## src/rtl/isa_pkg.sv

```systemverilog
// ISA constants, run-control states and the field-to-word encoder used by the instruction encoder and decoder.
// Latency: pure combinational definitions, no state.
// Backpressure: not applicable.
package isa_pkg;

   localparam logic [3:0] OP_RTYPE = 4'h1;
   localparam logic [3:0] OP_LOAD  = 4'h2;
   localparam logic [3:0] OP_STORE = 4'h3;
   localparam logic [3:0] OP_JUMP  = 4'h4;

   localparam int OP_MSB    = 15;
   localparam int OP_LSB    = 12;
   localparam int R1_MSB    = 11;
   localparam int R1_LSB    = 8;
   localparam int R2_MSB    = 7;
   localparam int R2_LSB    = 4;
   localparam int R3_MSB    = 3;
   localparam int R3_LSB    = 0;
   localparam int IMM_MSB   = 7;
   localparam int IMM_LSB   = 0;
   localparam int JADDR_MSB = 11;
   localparam int JADDR_LSB = 0;

   typedef enum logic [1:0] {
      ST_IDLE = 2'd0,
      ST_RUN  = 2'd1,
      ST_DONE = 2'd2
   } run_state_t;

   typedef struct packed {
      logic        legal;
      logic [15:0] word;
   } enc_t;

   // Pack the fields for the given opcode; fields the format does not use are ignored.
   // I-type drops reg2 because the decoder reads imm[7:4] in that slot.
   function automatic enc_t encode_instr(input logic [3:0]  op,
                                         input logic [3:0]  r1,
                                         input logic [3:0]  r2,
                                         input logic [3:0]  r3,
                                         input logic [7:0]  imm,
                                         input logic [11:0] jaddr);
      enc_t e;
      e.legal = 1'b1;
      e.word  = '0;
      e.word[OP_MSB:OP_LSB] = op;
      case (op)
         OP_RTYPE: begin
            e.word[R1_MSB:R1_LSB] = r1;
            e.word[R2_MSB:R2_LSB] = r2;
            e.word[R3_MSB:R3_LSB] = r3;
         end
         OP_LOAD, OP_STORE: begin
            e.word[R1_MSB:R1_LSB]   = r1;
            e.word[IMM_MSB:IMM_LSB] = imm;
         end
         OP_JUMP: begin
            e.word[JADDR_MSB:JADDR_LSB] = jaddr;
         end
         default: begin
            e.legal = 1'b0;
            e.word  = '0;
         end
      endcase
      return e;
   endfunction

endpackage

```

## src/rtl/instr_skid_buf.sv

```systemverilog
// Two-entry in-order valid/ready buffer holding encoded words on their way to instruction memory.
// Latency: a pushed entry is visible on out_dat the cycle after the push.
// Backpressure: pushes are dropped when full (producer watches count); head is held while out_ready=0.
module instr_skid_buf #(
   parameter int DW = 25
) (
   input  logic          clk,
   input  logic          rst_n,
   input  logic          push,
   input  logic [DW-1:0] push_dat,
   input  logic          mark_tail,
   output logic          out_valid,
   input  logic          out_ready,
   output logic [DW-1:0] out_dat,
   output logic [1:0]    count
);

   logic [1:0][DW-1:0] mem;
   logic               wr_ptr;
   logic               rd_ptr;
   logic               do_push;
   logic               do_pop;

   assign do_push   = push && (count != 2'd2);
   assign do_pop    = out_ready && (count != 2'd0);
   assign out_valid = (count != 2'd0);
   assign out_dat   = mem[rd_ptr];

   // Circular storage; mark_tail sets the flag bit (bit 0) of the newest entry so a
   // program can be terminated after its last word was already queued.
   always_ff @(posedge clk or negedge rst_n) begin
      if (!rst_n) begin
         mem    <= '0;
         wr_ptr <= 1'b0;
         rd_ptr <= 1'b0;
         count  <= 2'd0;
      end else begin
         if (do_push) begin
            mem[wr_ptr] <= push_dat;
            wr_ptr      <= ~wr_ptr;
         end
         if (mark_tail && (count != 2'd0)) begin
            mem[~wr_ptr][0] <= 1'b1;
         end
         if (do_pop) begin
            rd_ptr <= ~rd_ptr;
         end
         count <= count + {1'b0, do_push} - {1'b0, do_pop};
      end
   end

endmodule

```

## src/rtl/instr_word_encoder.sv

```systemverilog
// Packs instruction field bundles into 16-bit ISA words with sequential write addresses.
// Latency: one cycle from input transfer to out_valid; one word per cycle when out_ready=1.
// Backpressure: in_ready comes only from skid occupancy (registered state), never from out_ready.
module instr_word_encoder
   import isa_pkg::*;
#(
   parameter int          ADDR_W    = 8,
   parameter int unsigned BASE_ADDR = 0
) (
   input  logic              clk,
   input  logic              rst_n,
   input  logic              start,
   input  logic              in_valid,
   output logic              in_ready,
   input  logic [3:0]        in_opcode,
   input  logic [3:0]        in_reg1,
   input  logic [3:0]        in_reg2,
   input  logic [3:0]        in_reg3,
   input  logic [7:0]        in_imm,
   input  logic [11:0]       in_jaddr,
   input  logic              in_last,
   output logic              out_valid,
   input  logic              out_ready,
   output logic [15:0]       out_word,
   output logic [ADDR_W-1:0] out_addr,
   output logic              out_last,
   output logic              done,
   output logic              err_pulse,
   output logic              err_sticky,
   output logic              wrap_sticky,
   output logic [ADDR_W:0]   word_count
);

   localparam int                SKID_W = 16 + ADDR_W + 1;
   localparam logic [ADDR_W-1:0] BASE   = ADDR_W'(BASE_ADDR);

   run_state_t        state_q;
   run_state_t        state_d;
   logic [ADDR_W-1:0] addr_q;
   logic              last_acc_q;
   logic              err_pulse_q;
   logic              err_sticky_q;
   logic              wrap_sticky_q;
   logic [ADDR_W:0]   word_count_q;

   enc_t              enc;
   logic              in_xfer;
   logic              out_xfer;
   logic              push;
   logic              arm;
   logic              ill_last;
   logic              pend_after;
   logic              mark_tail;
   logic [1:0]        skid_cnt;
   logic [SKID_W-1:0] skid_dout;

   assign enc      = encode_instr(in_opcode, in_reg1, in_reg2, in_reg3, in_imm, in_jaddr);
   assign in_ready = (state_q == ST_RUN) && !last_acc_q && (skid_cnt != 2'd2);
   assign in_xfer  = in_valid && in_ready;
   assign out_xfer = out_valid && out_ready;
   assign push     = in_xfer && enc.legal;
   assign arm      = start && (state_q != ST_RUN);

   // An illegal bundle flagged last closes the program on whatever word is still queued
   // after this cycle's pop; with nothing left queued the program is finished now.
   assign ill_last   = in_xfer && !enc.legal && in_last;
   assign pend_after = (skid_cnt == 2'd2) || ((skid_cnt == 2'd1) && !out_xfer);
   assign mark_tail  = ill_last && pend_after;

   assign out_word    = skid_dout[SKID_W-1 -: 16];
   assign out_addr    = skid_dout[ADDR_W:1];
   assign out_last    = skid_dout[0];
   assign done        = (state_q == ST_DONE);
   assign err_pulse   = err_pulse_q;
   assign err_sticky  = err_sticky_q;
   assign wrap_sticky = wrap_sticky_q;
   assign word_count  = word_count_q;

   instr_skid_buf #(.DW(SKID_W)) u_skid (
      .clk       (clk),
      .rst_n     (rst_n),
      .push      (push),
      .push_dat  ({enc.word, addr_q, in_last}),
      .mark_tail (mark_tail),
      .out_valid (out_valid),
      .out_ready (out_ready),
      .out_dat   (skid_dout),
      .count     (skid_cnt)
   );

   // Run-control state register.
   always_ff @(posedge clk or negedge rst_n) begin
      if (!rst_n) begin
         state_q <= ST_IDLE;
      end else begin
         state_q <= state_d;
      end
   end

   // Next-state: start arms from IDLE/DONE, the last word leaving (or an illegal last
   // with nothing queued) finishes the program.
   always_comb begin
      state_d = state_q;
      unique case (state_q)
         ST_IDLE: if (start) state_d = ST_RUN;
         ST_RUN: begin
            if ((out_xfer && out_last) || (ill_last && !pend_after)) begin
               state_d = ST_DONE;
            end
         end
         ST_DONE: if (start) state_d = ST_RUN;
         default: state_d = ST_IDLE;
      endcase
   end

   // Address counter and end-of-program latch; start reloads both.
   always_ff @(posedge clk or negedge rst_n) begin
      if (!rst_n) begin
         addr_q     <= BASE;
         last_acc_q <= 1'b0;
      end else if (arm) begin
         addr_q     <= BASE;
         last_acc_q <= 1'b0;
      end else begin
         if (push) addr_q <= addr_q + ADDR_W'(1);
         if (in_xfer && in_last) last_acc_q <= 1'b1;
      end
   end

   // Error and wrap flags; the pulse marks the cycle after an illegal bundle is dropped.
   always_ff @(posedge clk or negedge rst_n) begin
      if (!rst_n) begin
         err_pulse_q   <= 1'b0;
         err_sticky_q  <= 1'b0;
         wrap_sticky_q <= 1'b0;
      end else begin
         err_pulse_q <= in_xfer && !enc.legal;
         if (arm) begin
            err_sticky_q  <= 1'b0;
            wrap_sticky_q <= 1'b0;
         end else begin
            if (in_xfer && !enc.legal) err_sticky_q <= 1'b1;
            if (push && (addr_q == '1)) wrap_sticky_q <= 1'b1;
         end
      end
   end

   // Delivered-word counter, saturating at all ones.
   always_ff @(posedge clk or negedge rst_n) begin
      if (!rst_n) begin
         word_count_q <= '0;
      end else if (arm) begin
         word_count_q <= '0;
      end else if (out_xfer && (word_count_q != '1)) begin
         word_count_q <= word_count_q + (ADDR_W+1)'(1);
      end
   end

endmodule
```

## config.mk

```make
export PLATFORM = sky130hd
export DESIGN_NAME = instr_word_encoder
export DESIGN_NICKNAME = d
export VERILOG_FILES = /design/src/rtl/isa_pkg.sv /design/src/rtl/instr_skid_buf.sv /design/src/rtl/instr_word_encoder.sv
export SDC_FILE = /design/constraint.sdc
export NUM_CORES = 1
export LEC_CHECK = 0
export BUFFER_PORTS_ARGS = -buffer_cell sky130_fd_sc_hd__buf_2
export CORE_ASPECT_RATIO = 0.6
export CORE_MARGIN = 2
export CORE_UTILIZATION = 50
export DETAILED_ROUTE_END_ITERATION = 10
export PLACE_DENSITY = 0.77
export REMOVE_ABC_BUFFERS = 1
export SLEW_MARGIN = 20
export SYNTH_ARGS = -nofsm -noshare
export SYNTH_HDL_FRONTEND = slang
export SYNTH_SLANG_ARGS = --single-unit
```

## constraint.sdc

```tcl
create_clock -name clk -period 1.8 [get_ports clk]
set_input_delay 0.09 -clock clk [delete_from_list [all_inputs] [get_ports clk]]
set_output_delay 0.09 -clock clk [all_outputs]
set_load 0.02 [all_outputs]
```

==> results.yml <==
status:
  status: "finished clean"
layout:
  drive_gt1_share_pct: 48.5
  finalNonFillerCells: 555
  syn_to_final_growth_pct: 26.8
  register_area_um2: 1930
  final_nets: 489
  multiInputGateArea_um2: 2000
  fin_util_pct: 65.0
  diodes: 0
  nFillCells: 615
global_route:
  grt_pass1_wl_mm: 14.3
  grt_use_total_pct: 21.3
  gr-total-overflow: 0
  grt_pass1_vias: 2862
  grt_max_degree: 46
  antenna_found_initial: 0
synth:
  yosysSeqAreaShare_pct: 47.9
  synth_area_um2: 4030
  synth_compound_gate_area_share_pct: 8.73
  synthMuxAreaShare_pct: 22.6
  async_reset_ff_share_pct: 100
  synth_top_family_by_area: "multiplexers"
  synth_ff_type: "dfrtp_1"
  synth_edf_count: 0
  syn-instance-count: 341
  ys_warn_count: 0
  synth_fa_ha_area_share_pct: 1.55
  synth_top_area_share_pct: 47.9
  ys_types: 50
  synth_xor_xnor_area_share_pct: 2.18
  syn_area_per_cell_um2: 11.8
  synthSimpleGateAreaFrac_pct: 13.0
  synth_seq_cells: 77
  synth_area_leaders: "dfrtp_1 48%, mux2_2 14%, mux2_4 7.1%"
  synth_area_leader_cell: "dfrtp_1"
sta:
  skew_ps: 4.91
  slew_violations: 0
  worst_pin_slew_ps: 544
  finalSetupViolCount: 0
  fmax_ghz: 0.561
  rsz0062_at_grt: "yes"
  relSlewSlack_pct: 63.6
  finalHoldViolCount: 0
  finalCritPeriodShare_pct: 99.0
  hold-worst-slack_ps: 48.7
  layout_min_cycle_time_ps: 1780
worst_setup_path:
  startpoint_type: "register"
  cp_max_fo: 3
  required_ps: 2070
  crit_arrival_ps: 2050
  slowest_delay_ps: 390
  crit_type: "reg -> reg"
  slowest_stage: "dfrtp_1"
  cpMostUsedCell: "or3_1"
  end_kind: "register"
  reg2reg_slack_ps: 20
  path_cells: "nand4_1 -> or2_4 -> nor2_4 -> ha_4 -> or3_1 -> or3_1 -> a21oi_2"
routing:
  drc: 0
  viasPerCell: 5.46
  antenna_left: 0
  wirelength_mm: 9.21
  drtPass1Iterations: 4
  drt_iter0_drc: 191
  vias: 3030
  wl_per_cell_um: 16.6
cts:
  clk_latency_ps: 330
  cts_buffers: 9
  root_buffer: "clkbuf_16"
  cts_tree: "built"
  clk_path_buf_depth: 2
  cts_sinks: 77
  h-tree-depth: 3
  clk_pin_slew_ps: 60
die:
  num_rows: 25
  die-width_um: 120
  die_h_um: 73.5
  die_area_um2: 8810
  core_um2: 7850
  initial_core_util_pct: 51.3
  io_pins: 82
power:
  powerDensity_nw_per_um2: 1250
  p_total_uw: 6400
  irDropWorstVdd_mv: 0.675
  p_leak_uw: 0.00258
flow_run:
  drv_cap: 0
place:
  port-buffer-count: 81
  dpl.cell_count: 535
  place_congestion: 0.839
  dp_hpwl_mm: 6.34
worst_hold_path:
  hold_path.class: "in -> reg"
-- where the power goes --
group	switching [uW]	internal [uW]
combinational	1080	989
clock	696	1290
sequential	251	2090
total	2030	4370
-- area by class of cell --
class / instances / share of cell area [%]
inverters: 8 / 0.588
well taps: 108 / 2.65
multi-input cells: 234 / 39.3
clock inverters: 4 / 1.37
flip-flops and latches: 77 / 37.8
clock buffers: 12 / 5.02
repair buffers: 112 / 13.3
-- per-layer routing --
metal | vias up | part of all wire (%) | track usage, %
met5 | - | 0 | 0
met4 | 0 | 1.0 | 6.14
met3 | 10 | 4.5 | 6.29
met2 | 69 | 46 | 31.2
met1 | 1524 | 49 | 30.8
li1 | 1427 | - | -
-- cell usage in the layout (no fill, tap or decap), types with 3 or more instances in the layout --
cell type / Yosys / routed
a21oi_1: 7 / 6
buf_12: 0 / 3
ha_1: 5 / 3
a32oi_1: 8 / 8
dfrtp_1: 77 / 76
and2_1: 5 / 5
nand2_1: 28 / 26
clkbuf_16: 0 / 9
nand2b_1: 6 / 5
mux2_2: 51 / 50
mux2i_1: 4 / 4
nor2b_1: 4 / 4
nand4_1: 5 / 5
o21ai_0: 19 / 19
buf_4: 0 / 28
buf_2: 4 / 80
inv_1: 8 / 8
nand3_1: 5 / 5
mux2_4: 19 / 20
o22a_1: 4 / 4
xnor2_1: 10 / 10
or3_1: 3 / 3
nor2_1: 16 / 15
-- critical path, delay by kind of cell, from the launching register on --
family                   cells  cell delay [ps]
AND/OR/NAND/NOR              5             1060
flip-flops                   1              390
adder cells (fa/ha/maj)      1              150
AO/OA/AOI/OAI                1              120
-- cell usage after synthesis (all sizes together), types with 8 or more instances --
library cell	n
a32oi	8
nor2	16
inv	8
xnor2	10
nand2	28
dfrtp	77
o21ai	19
buf	12
a21oi	8
mux2	71
clkbuf	10
-- final timing paths --
| path | from | to | cells past startpoint |
|---|---|---|---|
| setup reg to reg | word_count[5]$_DFFE_PN0P_ | word_count[7]$_DFFE_PN0P_ | 7 |
| min in group asynchronous | rst_n | asynchronous set/reset pin | 2 |
| hold reg to reg | err_sticky$_DFFE_PN0P_ | err_sticky$_DFFE_PN0P_ | 1 |
| hold / removal | in_last | last_acc_q$_DFFE_PN0P_ | 3 |
| setup / recovery | word_count[5]$_DFFE_PN0P_ | word_count[7]$_DFFE_PN0P_ | 7 |
| max in group asynchronous | rst_n | u_skid.count[1]$_DFF_PN0_ | 3 |
-- what timing repair did --
action	4_1_cts	5_1_grt
setup endpoints to repair	0	31
hold buffers	1	0
buffers inserted	0	3
gates resized for setup	0	16
endpoints found under the hold margin	32	0
-- metrics by stage --
step                      worst slack, ps  TNS, ps  instance area [um^2]
after global routing                -64.9     -718                  5100
after global placement               64.9        0                  4680
after CTS                            20.2        0                  5010
after detailed placement             24.6        0                  4680
final                                17.4        0                  5100
after floorplan                      -341    -8960                  3890
-- logic make-up after synthesis --
group                      Yosys count
and+or+nand+nor                     92
adders and majority gates            5
DFF                                 77
muxes                               75
xor gates and xnor gates            10
AOI/OAI and AO/OA                   52
buffers and inverters               30
Power figures use the tool's default switching activity.
